## config.mk

```make
export PLATFORM = sky130hd
export DESIGN_NAME = mult_div_unit
export DESIGN_NICKNAME = d
export VERILOG_FILES = /design/src/rtl/mult_div_unit.sv
export SDC_FILE = /design/constraint.sdc
export NUM_CORES = 1
export LEC_CHECK = 0
export ABC_AREA = 0
export ABC_CLOCK_PERIOD_IN_PS = 3300
export CAP_MARGIN = 0
export CORE_UTILIZATION = 25
export CTS_BUF_LIST = sky130_fd_sc_hd__clkbuf_8
export CTS_CLUSTER_DIAMETER = 50
export CTS_CLUSTER_SIZE = 24
export DETAILED_ROUTE_END_ITERATION = 6
export HOLD_SLACK_MARGIN = 0.15
export PLACE_DENSITY = 0.5
export RECOVER_POWER = 25
export SYNTH_ARGS = -nofsm -noshare
export SYNTH_HDL_FRONTEND = slang
export SYNTH_SLANG_ARGS = --single-unit
```

## constraint.sdc

```tcl
create_clock -name Clk -period 3.3 [get_ports Clk]
set_input_delay 0.33 -clock Clk [delete_from_list [all_inputs] [get_ports Clk]]
set_output_delay 0.33 -clock Clk [all_outputs]
set_load 0.02 [all_outputs]
```

## src/rtl/mult_div_unit.sv

```systemverilog
// rtl/mult_div_unit.sv - iterative radix-2 multiply / restoring divide unit
// Signed operation is compiled in only when MULT_DIV_SIGNED_EN is defined.
module mult_div_unit #(
  parameter int WIDTH = 32
) (
  input  logic             Clk,
  input  logic             Reset,
  input  logic             Start,
  input  logic             Op,
  input  logic             Signed,
  input  logic [WIDTH-1:0] A,
  input  logic [WIDTH-1:0] B,
  output logic             Busy,
  output logic             Done,
  output logic             DivZero,
  output logic [WIDTH-1:0] High,
  output logic [WIDTH-1:0] Low
);

  localparam int CW = $clog2(WIDTH + 1);

  typedef enum logic [1:0] {S_IDLE, S_CALC, S_FIX, S_DONE} state_t;

  state_t           state_q, state_d;
  logic             op_q, op_d;
  logic [CW-1:0]    cnt_q, cnt_d;
  logic [WIDTH-1:0] opd_q, opd_d;
  logic [WIDTH-1:0] rem_q, rem_d;
  logic [WIDTH-1:0] quo_q, quo_d;
  logic [WIDTH-1:0] high_q, high_d;
  logic [WIDTH-1:0] low_q, low_d;
  logic             div_zero_q, div_zero_d;
  logic             done_q, done_d;

  logic             start_ok;
  logic             start_div_zero;
  logic [WIDTH-1:0] a_mag, b_mag;
  logic [WIDTH:0]   mul_sum;
  logic [WIDTH:0]   div_shift;
  logic [WIDTH:0]   div_diff;
  logic [WIDTH-1:0] fix_high, fix_low;

  assign start_ok       = (state_q == S_IDLE) && Start;
  assign start_div_zero = Op && (B == '0);

`ifdef MULT_DIV_SIGNED_EN
  logic               neg_lo_q, neg_lo_d;
  logic               neg_hi_q, neg_hi_d;
  logic               a_neg, b_neg;
  logic [2*WIDTH-1:0] prod_fix;

  assign a_neg = Signed && A[WIDTH-1];
  assign b_neg = Signed && B[WIDTH-1];
  assign a_mag = a_neg ? (-A) : A;
  assign b_mag = b_neg ? (-B) : B;

  // Product and quotient share the XOR sign; the remainder follows the dividend.
  always_comb begin
    neg_lo_d = neg_lo_q;
    neg_hi_d = neg_hi_q;
    if (start_ok) begin
      neg_lo_d = a_neg ^ b_neg;
      neg_hi_d = a_neg;
    end
  end

  always_ff @(posedge Clk or negedge Reset) begin
    if (!Reset) begin
      neg_lo_q <= 1'b0;
      neg_hi_q <= 1'b0;
    end else begin
      neg_lo_q <= neg_lo_d;
      neg_hi_q <= neg_hi_d;
    end
  end

  assign prod_fix = neg_lo_q ? (-{rem_q, quo_q}) : {rem_q, quo_q};
  assign fix_high = op_q ? (neg_hi_q ? (-rem_q) : rem_q) : prod_fix[2*WIDTH-1:WIDTH];
  assign fix_low  = op_q ? (neg_lo_q ? (-quo_q) : quo_q) : prod_fix[WIDTH-1:0];
`else
  logic signed_unused;

  assign signed_unused = Signed;
  assign a_mag         = A;
  assign b_mag         = B;
  assign fix_high      = rem_q;
  assign fix_low       = quo_q;
`endif

  // rem_q is the running upper half (multiply) or partial remainder (divide).
  assign mul_sum   = {1'b0, rem_q} + (quo_q[0] ? {1'b0, opd_q} : {(WIDTH+1){1'b0}});
  assign div_shift = {rem_q, quo_q[WIDTH-1]};
  assign div_diff  = div_shift - {1'b0, opd_q};

  always_ff @(posedge Clk or negedge Reset) begin
    if (!Reset) begin
      state_q <= S_IDLE;
    end else begin
      state_q <= state_d;
    end
  end

  always_comb begin
    state_d = state_q;
    case (state_q)
      S_IDLE: begin
        if (Start) begin
          state_d = start_div_zero ? S_DONE : S_CALC;
        end
      end
      S_CALC: begin
        if (cnt_q == CW'(1)) begin
          state_d = S_FIX;
        end
      end
      S_FIX:   state_d = S_DONE;
      S_DONE:  state_d = S_IDLE;
      default: state_d = S_IDLE;
    endcase
  end

  always_comb begin
    Busy    = (state_q != S_IDLE);
    Done    = done_q;
    DivZero = div_zero_q;
    High    = high_q;
    Low     = low_q;
  end

  always_comb begin
    op_d       = op_q;
    cnt_d      = cnt_q;
    opd_d      = opd_q;
    rem_d      = rem_q;
    quo_d      = quo_q;
    high_d     = high_q;
    low_d      = low_q;
    div_zero_d = div_zero_q;
    done_d     = (state_q == S_DONE);
    case (state_q)
      S_IDLE: begin
        if (Start) begin
          op_d       = Op;
          cnt_d      = CW'(WIDTH);
          rem_d      = '0;
          div_zero_d = start_div_zero;
          opd_d      = Op ? b_mag : a_mag;
          quo_d      = Op ? a_mag : b_mag;
        end
      end
      S_CALC: begin
        cnt_d = cnt_q - CW'(1);
        if (op_q) begin
          if (!div_diff[WIDTH]) begin
            rem_d = div_diff[WIDTH-1:0];
            quo_d = {quo_q[WIDTH-2:0], 1'b1};
          end else begin
            rem_d = div_shift[WIDTH-1:0];
            quo_d = {quo_q[WIDTH-2:0], 1'b0};
          end
        end else begin
          rem_d = mul_sum[WIDTH:1];
          quo_d = {mul_sum[0], quo_q[WIDTH-1:1]};
        end
      end
      S_FIX: begin
        high_d = fix_high;
        low_d  = fix_low;
      end
      default: ;
    endcase
  end

  always_ff @(posedge Clk or negedge Reset) begin
    if (!Reset) begin
      op_q       <= 1'b0;
      cnt_q      <= '0;
      opd_q      <= '0;
      rem_q      <= '0;
      quo_q      <= '0;
      high_q     <= '0;
      low_q      <= '0;
      div_zero_q <= 1'b0;
      done_q     <= 1'b0;
    end else begin
      op_q       <= op_d;
      cnt_q      <= cnt_d;
      opd_q      <= opd_d;
      rem_q      <= rem_d;
      quo_q      <= quo_d;
      high_q     <= high_d;
      low_q      <= low_d;
      div_zero_q <= div_zero_d;
      done_q     <= done_d;
    end
  end

endmodule

```

# Word-level counts from Yosys, hierarchy flattened
# Index checks and enable logic that the tools add are counted.
# totals
regBits	171
latch_bits	0
ramBits	0
romBits	0
input_bits	69
out_inout_bits	67
wordCells	44
memories	0
# classes
n_addsub	3
multipliers	0
div	0
magnitude_cmp	0
eq_ne	6
shifts	0
mux	17
bitwise	0
n_reduce_logical	8
# ops
op	n
$mux W32	8
$pmux W32 S2	2
$add A32 B32 Y33	1
$sub A33 B32 Y33	1
$logic_not A32 Y1	1
$pmux W6 S2	1
$pmux W2 S4	1
$eq A6 B1 Y1 const B	1
$mux W2	3
$mux W6	1
$reduce_and A2 Y1	3
$sub A6 B1 Y6 const B	1
$eq A2 B2 Y1 const B	2
$ne A2 B2 Y1 const B	2
$reduce_bool A2 Y1	2
$eq A2 B1 Y1 const B	1
$logic_not A2 Y1	1
$logic_and A1 B1 Y1	1
$mux W1	1

# Depth between registers and ports, before layout
# Gate-level depths: netlist (run 1).
# depth
depth_word	5
depth_mapped	13
ltp_nobuf	13

# Worst setup path after synthesis (run 1)
# OpenSTA, ideal clock, no wires.
# synth_timing
path_kind	flip-flop to flip-flop
start	reg quo_q[0], in the netlist fix_low[0]
end	reg rem_q[30], in the netlist fix_high[30]
setup_ns	0.137
arrival_time_ns	2.832
t_required_ns	3.163
path_slack_ns	0.331
stages_incl_launch_ff	13
n_path_buf	1
period_less_slack_ns	2.969
cell_sequence	dfrtp_1 clkbuf_1 and2_1 ha_1 a21oi_2 a21oi_1 or2_0 or3_1 a311oi_2 nor3_1 or4b_1 nand4_1 o211ai_1
# synth_between
elab_chain_cells	4
# synth_rtl
element	line	rtl
start: declaration	29	logic [WIDTH-1:0] quo_q, quo_d;
start signal: assignment	190	quo_q <= quo_d;
$mux W32	91	assign mul_sum = {1'b0, rem_q} + (quo_q[0] ? {1'b0, opd_q} : {(WIDTH+1){1'b0}});
$add A32 B32 Y33	91	
$mux W32	153	if (op_q) begin
$pmux W32 S2	140	case (state_q)
end signal: assignment	189	rem_q <= rem_d;
end: declaration	28	logic [WIDTH-1:0] rem_q, rem_d;
# Every way passes these cells.
# A chain may end at the register's enable or synchronous reset.

# Worst setup path in the final report (run 1)
# layout_timing
start	reg opd_q[14]
end	reg rem_q[25], in the netlist fix_high[25]
# layout_between
elab_chain_cells	4
word_cells_on_any_way	6
classes_between	2 x add/sub; 4 x mux
# layout_rtl
element	line	rtl
start: declaration	27	logic [WIDTH-1:0] opd_q, opd_d;
start signal: assignment	188	opd_q <= opd_d;
$sub A33 B32 Y33 or $mux W32 (tied branches)	93, 91	
$mux W32 or $add A32 B32 Y33 (tied branches)	154, 91	
$mux W32 *	153	
$pmux W32 S2 *	140	
# Mark *: on every way between the ends. The rest lies on a longest branch, timed or not.

==> metrics.log, run 1 <==
INFO  metric post_synth_xor_area_fraction = 0.0411
INFO  metric vias_after_detailed_routing = 10200
INFO  metric violations = design-rule violations, max-capacitance violations, max-slew violations
INFO  metric layout_cells_sized_above_1 = 0.175
INFO  metric cpMaxStageDelayCell = sky130_fd_sc_hd__dfrtp_1
INFO  metric postRouteAntennaNets = 0
INFO  metric power_leakage = 6.78 nW
INFO  metric finalHoldWorstSlack = 355 ps
INFO  metric pin_count = 136
INFO  metric coreArea = 46900 um^2
INFO  metric synth_area = 11900 um^2
INFO  metric crit_type = flip-flop to flip-flop
INFO  metric result_of_the_run = finished, violations left
INFO  metric async_set_or_reset_register_ratio_after_synthesis = 1.00
INFO  metric cts_root_buf = sky130_fd_sc_hd__clkbuf_8
INFO  metric area_growth_syn_to_layout = 26.4%
INFO  metric yosys-top-cells-area = sky130_fd_sc_hd__dfrtp_1, sky130_fd_sc_hd__mux2_2, sky130_fd_sc_hd__ha_1
INFO  metric min_delay_path_class = input pin to flip-flop
INFO  metric via_per_inst = 4.85
INFO  metric tritoncts.num_buffers = 17
INFO  metric post_synth_most_frequent_cells = sky130_fd_sc_hd__dfrtp_1, sky130_fd_sc_hd__nand2_1, sky130_fd_sc_hd__o21ai_0
INFO  metric post_synth_fa_ha_maj_area_fraction = 0.0767
INFO  metric synth_compound_area_frac = 0.189
INFO  metric slew_headroom = -0.200
INFO  metric syn_nets = 1451
INFO  metric insertion_delay = 520 ps
INFO  metric detail_route.iter0.violations = 559
INFO  metric worst_r2r_endpoint = fix_high[25]$_DFFE_PN0P_
INFO  metric clk_pin_slew_worst_setup_hold_paths = 100 ps
INFO  metric yosys_warnings = 0
INFO  metric synthDominantAreaCellType = sky130_fd_sc_hd__dfrtp_1
INFO  metric power.ir.vdd_worst = 0.000401 V
INFO  metric timing.final.crit_period = 3180 ps
INFO  metric worst_min_delay_path_startpoint = Op
INFO  metric diode_insertion_count_for_antenna_repair = 0
INFO  metric initial_utilization = 0.255
INFO  metric placement.io_buffers = 134
INFO  metric cp_cell_sequence = inv_1 > ha_1 > nand2_1 > nor2_1 > nand4_1 > o2111ai_4 > a31oi_4 > xnor2_4 > buf_4 > clkbuf_16 > o21ai_0 > o221ai_1
INFO  metric grt_antenna_before_repair = 0
INFO  metric hpwl = 29.1 mm
INFO  metric clock_skew = 19.1 ps
INFO  metric row_count = 79
INFO  metric layout.filler_cells = 4962
INFO  metric path_max_fanout = 9
INFO  metric finalSetupViolCount = 0
INFO  metric max-cap-violations = 1
INFO  metric postSynthCellCount = 1310
INFO  metric wire_per_inst = 18.0 um
INFO  metric regToRegStartpoint = opd_q[14]$_DFFE_PN0P_
INFO  metric synth-simple-area-share = 0.133
INFO  metric post-synth-top-area-fraction = 0.358
INFO  metric number_of_storage_elements_in_the_synthesis_netlist = 171
INFO  metric synthFlopType = sky130_fd_sc_hd__dfrtp_1
INFO  metric final_nets = 1629
INFO  metric die_area = 48600 um^2
INFO  metric power = 15.5 mW
INFO  metric dr.pass1.iters = 7
INFO  metric cts.sinks = 171
INFO  metric grt_overflow = 0
INFO  metric wirelength = 38.0 mm
INFO  metric synth_enable_flop_cells = 0
INFO  metric cp_data_required_time = 3680 ps
INFO  metric timing_max_transition_violations_final = 67
INFO  metric global_route.usage.total = 0.160
INFO  metric fp.dieW = 221 um
INFO  metric synth_mux_area_frac = 0.160
INFO  metric final_cell_area = 15100 um^2
INFO  metric ctsHtreeMaxLevel = 4
INFO  metric grt_max_degree = 67
INFO  metric whs_path_depth = 3
INFO  metric drc = 1
INFO  metric slowest_delay = 450 ps
INFO  metric synth_top_family_by_area = compound AO/OA/AOI/OAI gates
INFO  metric grt_first_pass_wirelength = 59.5 mm
INFO  metric worst_pin_slew = 1800 ps
INFO  metric yosys.cell_count.top_type = sky130_fd_sc_hd__dfrtp_1
INFO  metric critical_path_arrival = 3560 ps
INFO  metric fp.dieH = 221 um
INFO  metric reg2reg_setup_slack = 120 ps
INFO  metric worst_setup_path_end_kind = flip-flop
INFO  metric ys_types = 72
INFO  metric highest_clock_rate = 315 MHz
INFO  metric crit_path_launch_type = flip-flop
INFO  metric first_global_vias = 10400
INFO  metric synth-seq-area-share = 0.358
INFO  metric finalHoldViolations = 0
INFO  metric deepest_clock_path_buffer_count = 2
INFO  metric clock_tree_from_tritoncts = built
INFO  metric power_density = 1030 nW/um^2
INFO  metric reg2regPathDepth = 12
INFO  metric holdPathEnd = op_q$_DFFE_PN0P_
INFO  metric final_weighted_congestion_in_routability_driven_placement = 0.877
INFO  metric layout_worst_path_cycle_share = 0.963
INFO  metric cell_area_placed = 14500 um^2
INFO  metric synth_area_per_cell = 9.11 um^2
-- cell type report --
cell class / instances / area [um^2] / area share
inverter: 57 / 214 / 0.0142
tap: 607 / 759 / 0.0503
multi-input combinational: 1016 / 7320 / 0.485
timing repair buffer: 225 / 2100 / 0.139
clock inverter: 12 / 161 / 0.0107
sequential: 171 / 4280 / 0.284
clock buffer: 19 / 262 / 0.0173
-- worst max-delay path: cells and delay by family, from the launching register on --
| kind | cells | cell delay [ps] |
|---|---|---|
| compound gates | 4 | 910 |
| xor+xnor | 1 | 200 |
| fa+ha+maj | 1 | 390 |
| buf+inv | 3 | 440 |
| flops | 1 | 450 |
| simple gates | 3 | 650 |
-- layer usage --
layer	share of wire	track usage	vias up
met5	0	0	-
met4	0.019	0.0468	0
met3	0.047	0.0302	38
met2	0.44	0.254	230
met1	0.49	0.219	4899
li1	-	-	5061
-- how the worst max path moves through the flow --
stage                       startpoint                        to  slack [ps]  cells past startpoint
6_report         opd_q[14]$_DFFE_PN0P_  fix_high[25]$_DFFE_PN0P_         120                     12
5_1_grt         fix_low[0]$_DFFE_PN0P_  fix_high[30]$_DFFE_PN0P_         -40                     12
4_1_cts        fix_low[31]$_DFFE_PN0P_   fix_high[9]$_DFFE_PN0P_           3                     13
3_5_place_dp   fix_low[31]$_DFFE_PN0P_  fix_high[28]$_DFFE_PN0P_         -30                     12
3_3_place_gp      opd_q[0]$_DFFE_PN0P_   fix_high[9]$_DFFE_PN0P_         -30                     12
2_1_floorplan   fix_low[0]$_DFFE_PN0P_  fix_high[30]$_DFFE_PN0P_         330                     12
-- flip-flops by register name, summed over array words and instances, names as in the netlist --
signal    cells
High         32
state_q       2
op_q          1
opd_q        32
DivZero       1
fix_low      32
fix_high     32
cnt_q         6
Low          32
Done          1
-- cells by family after synthesis --
| kind of cell | count (synthesis) |
|---|---|
| and+or+nand+nor | 343 |
| DFF | 171 |
| AOI/OAI and AO/OA | 369 |
| xor gates and xnor gates | 53 |
| buffers and inverters | 123 |
| muxes | 179 |
| adders and majority gates | 72 |
-- metrics by stage --
step	utilization	setup WS (ps)	setup TNS (ps)	std cells
after floorplan	-	331	0	1310
after global placement	0.309	-29.4	-43.6	2068
after detailed placement	0.309	-27.6	-121	2068
after CTS	0.318	3.18	0	2101
after global routing	0.322	-38.7	-87.3	2107
final	0.322	120	0	2107
-- cells in the final DEF (no fill, tap or decap), drive strengths merged, types with 5 or more instances in the layout --
| cell type | instances |
|---|---|
| o31ai | 5 |
| a211oi | 9 |
| a22oi | 15 |
| xor2 | 23 |
| nor2 | 87 |
| a21oi | 114 |
| o211ai | 10 |
| inv | 61 |
| and3 | 10 |
| dfrtp | 171 |
| nor2b | 6 |
| a221o | 5 |
| o221ai | 6 |
| nand4 | 13 |
| a31oi | 8 |
| a21o | 22 |
| nor4 | 14 |
| nand2 | 135 |
| clkbuf | 23 |
| xnor2 | 30 |
| clkdlybuf4s50 | 132 |
| nor3 | 10 |
| o21bai | 8 |
| buf | 88 |
| nand2b | 11 |
| and2 | 34 |
| nand3 | 9 |
| ha | 70 |
| mux2i | 83 |
| o21a | 8 |
| o21ai | 132 |
| mux2 | 96 |
-- repair_timing --
action / in CTS / in global routing
gates resized for setup: 1 / 26
hold buffers: 1 / 0
pin swaps: 1 / 10
endpoints found under the setup margin: 13 / 30
hold endpoints to repair: 62 / 0
gates cloned: 0 / 1
buffers inserted: 1 / 5
-- where the power goes --
part	internal (mW)	switching, mW
combinational	4.54	5.50
sequential	3.01	0.813
clock	0.794	0.876
Power figures use the tool's default switching activity.
==> run 2, diff against run 1 <==
--- a/config.mk
+++ b/config.mk
@@ -14,8 +14,7 @@
 export CTS_CLUSTER_SIZE = 24
 export DETAILED_ROUTE_END_ITERATION = 6
 export HOLD_SLACK_MARGIN = 0.15
-export PLACE_DENSITY = 0.5
-export RECOVER_POWER = 25
+export SLEW_MARGIN = 0
 export SYNTH_ARGS = -nofsm -noshare
 export SYNTH_HDL_FRONTEND = slang
 export SYNTH_SLANG_ARGS = --single-unit
==> run 2 against run 1 <==
Non-clock buffer count rose by 10. Total power fell by 1.6%. The run ends with design-rule violations left. Highest routed layer unchanged. Largest cell class unchanged. Final cell count rose by 0.52%. Sequential power barely moved.
==> metrics.log, run 2 (synthesis results as in run 1) <==
INFO  metric first_global_vias = 10400
INFO  metric highest_clock_rate = 311 MHz
INFO  metric placement.io_buffers = 134
INFO  metric diode_insertion_count_for_antenna_repair = 0
INFO  metric fp.dieW = 221 um
INFO  metric coreArea = 46900 um^2
INFO  metric fp.dieH = 221 um
INFO  metric layout_cells_sized_above_1 = 0.182
INFO  metric finalHoldViolations = 0
INFO  metric cts.sinks = 171
INFO  metric setup_repair_after_global_routing_missed_its_margin = true
INFO  metric cpLargestDelayFamily = compound AO/OA/AOI/OAI gates
INFO  metric timing.final.crit_period = 3220 ps
INFO  metric postRouteAntennaNets = 0
INFO  metric max-cap-violations = 0
INFO  metric tritoncts.num_buffers = 17
INFO  metric wirelength = 37.3 mm
INFO  metric finalHoldWorstSlack = 442 ps
INFO  metric dp.cells = 2081
INFO  metric dr.pass1.iters = 7
INFO  metric power = 15.3 mW
INFO  metric most_common_library_cell_in_the_layout_ignoring_fill_and_taps = sky130_fd_sc_hd__dfrtp_1
INFO  metric cp_data_required_time = 3730 ps
INFO  metric path_buf_inv = 3
INFO  metric vias_after_detailed_routing = 10300
INFO  metric hpwl = 28.8 mm
INFO  metric timing_max_transition_violations_final = 0
INFO  metric wire_per_inst = 17.6 um
INFO  metric cp_cell_sequence = buf_12 > buf_4 > and2_1 > ha_1 > o21a_1 > o31ai_1 > buf_4 > a211oi_4 > and4_1 > nor3_2 > o41ai_1 > xor2_1 > nand2_1 > o211ai_1
INFO  metric final_nets = 1639
INFO  metric final_cell_area = 15100 um^2
INFO  metric crit_type = flip-flop to flip-flop
INFO  metric ctsHtreeMaxLevel = 4
INFO  metric worst_pin_slew = 1020 ps
INFO  metric area_growth_syn_to_layout = 26.8%
INFO  metric final_cell_mix = sky130_fd_sc_hd__dfrtp_1, sky130_fd_sc_hd__nand2_1, sky130_fd_sc_hd__clkdlybuf4s50_1
INFO  metric cell_area_placed = 14600 um^2
INFO  metric critical_path_arrival = 3650 ps
INFO  metric initial_utilization = 0.255
INFO  metric pin_count = 136
INFO  metric finalSetupViolCount = 0
INFO  metric deepest_clock_path_buffer_count = 2
INFO  metric via_per_inst = 4.88
INFO  metric cts_root_buf = sky130_fd_sc_hd__clkbuf_8
INFO  metric path_max_fanout = 11
INFO  metric min_delay_path_class = input pin to asynchronous set/reset pin
INFO  metric global_route.usage.total = 0.157
INFO  metric result_of_the_run = finished, violations left
INFO  metric detail_route.iter0.violations = 707
INFO  metric grt_overflow = 0
INFO  metric grt_antenna_before_repair = 0
INFO  metric clk_pin_slew_worst_setup_hold_paths = 100 ps
INFO  metric grt_max_degree = 68
INFO  metric crit_path_launch_type = flip-flop
INFO  metric grt_first_pass_wirelength = 59.3 mm
INFO  metric worst_setup_path_end_kind = flip-flop
INFO  metric die_area = 48600 um^2
INFO  metric final_weighted_congestion_in_routability_driven_placement = 0.883
INFO  metric power_leakage = 6.81 nW
INFO  metric row_count = 79
INFO  metric drc = 4
INFO  metric layout_worst_path_cycle_share = 0.975
INFO  metric slowest_delay = 540 ps
INFO  metric insertion_delay = 510 ps
INFO  metric cp_common_cell = sky130_fd_sc_hd__buf_4
INFO  metric clock_skew = 15.3 ps
INFO  metric power.ir.vdd_worst = 0.000382 V
INFO  metric slew_headroom = 0.322
INFO  metric cpMaxStageDelayCell = sky130_fd_sc_hd__o41ai_1
INFO  metric clock_tree_from_tritoncts = built
INFO  metric finish.cell_count_without_fillers = 2118
INFO  metric violations = design-rule violations
INFO  metric power_density = 1010 nW/um^2
-- run 2: cell count changes in the layout (fill, tap and decap cells not counted), sizes merged --
cell      delta
buf         +14
bufinv       -3
clkbuf       -4
clkinv       +1
clkinvlp     -1
inv          +4
-- run 2: worst paths after layout --
kind,startpoint,endpoint,slack (ps),cells after the start
min,Reset,High[10]$_DFFE_PN0P_,440,2
min in group Clk,Op,opd_q[14]$_DFFE_PN0P_,450,3
max in group asynchronous,Reset,fix_low[8]$_DFFE_PN0P_,2050,3
min reg2reg,DivZero$_DFFE_PN0P_,DivZero$_DFFE_PN0P_,490,1
max,fix_low[0]$_DFFE_PN0P_,fix_high[29]$_DFFE_PN0P_,80,14
max reg2reg,fix_low[0]$_DFFE_PN0P_,fix_high[29]$_DFFE_PN0P_,80,14
-- run 2: layout make-up --
cell class / instances / area, um^2
Clock inverter: 13 / 106
Tap cell: 607 / 759
Fill cell: 4922 / 31700
Multi-Input combinational cell: 1016 / 7360
Sequential cell: 171 / 4280
Timing Repair Buffer: 235 / 2160
Inverter: 57 / 214
Clock buffer: 19 / 262
-- run 2: metal layers --
| layer | track usage | wire length, um |
|---|---|---|
| met5 | 0 | 0 |
| met2 | 0.255 | 17200 |
| met1 | 0.213 | 17700 |
| met3 | 0.0231 | 1720 |
| met4 | 0.0484 | 719 |
-- run 2: stage by stage --
stage	utilization	setup TNS (ps)	worst slack, ps
final	0.323	0	81.2
after global routing	0.323	-20.2	-18.3
after CTS	0.320	0	15.2
after detailed placement	0.311	-2160	-162
after global placement	0.311	-531	-79.5
after floorplan	-	0	331
-- run 2: worst reg2reg max path, delay by kind of cell (launching register included) --
kind | cells | cell delay (ps)
AOI/OAI and AO/OA | 5 | 1170
and+or+nand+nor | 4 | 550
buffers and inverters | 3 | 450
DFF | 1 | 450
adders and majority gates | 1 | 330
xor gates and xnor gates | 1 | 190
-- run 2: report_power, final --
group | total [mW] | internal (mW) | switching (mW)
registers | 3.84 | 3.01 | 0.836
logic | 9.99 | 4.54 | 5.45
clock network | 1.46 | 0.579 | 0.879
-- run 2: repair_timing --
item	CTS	global route
endpoints found under the setup margin	23	32
gates resized for setup	2	28
endpoints found under the hold margin	63	0
pin swaps	1	8
hold buffers	1	0
buffers inserted	3	1
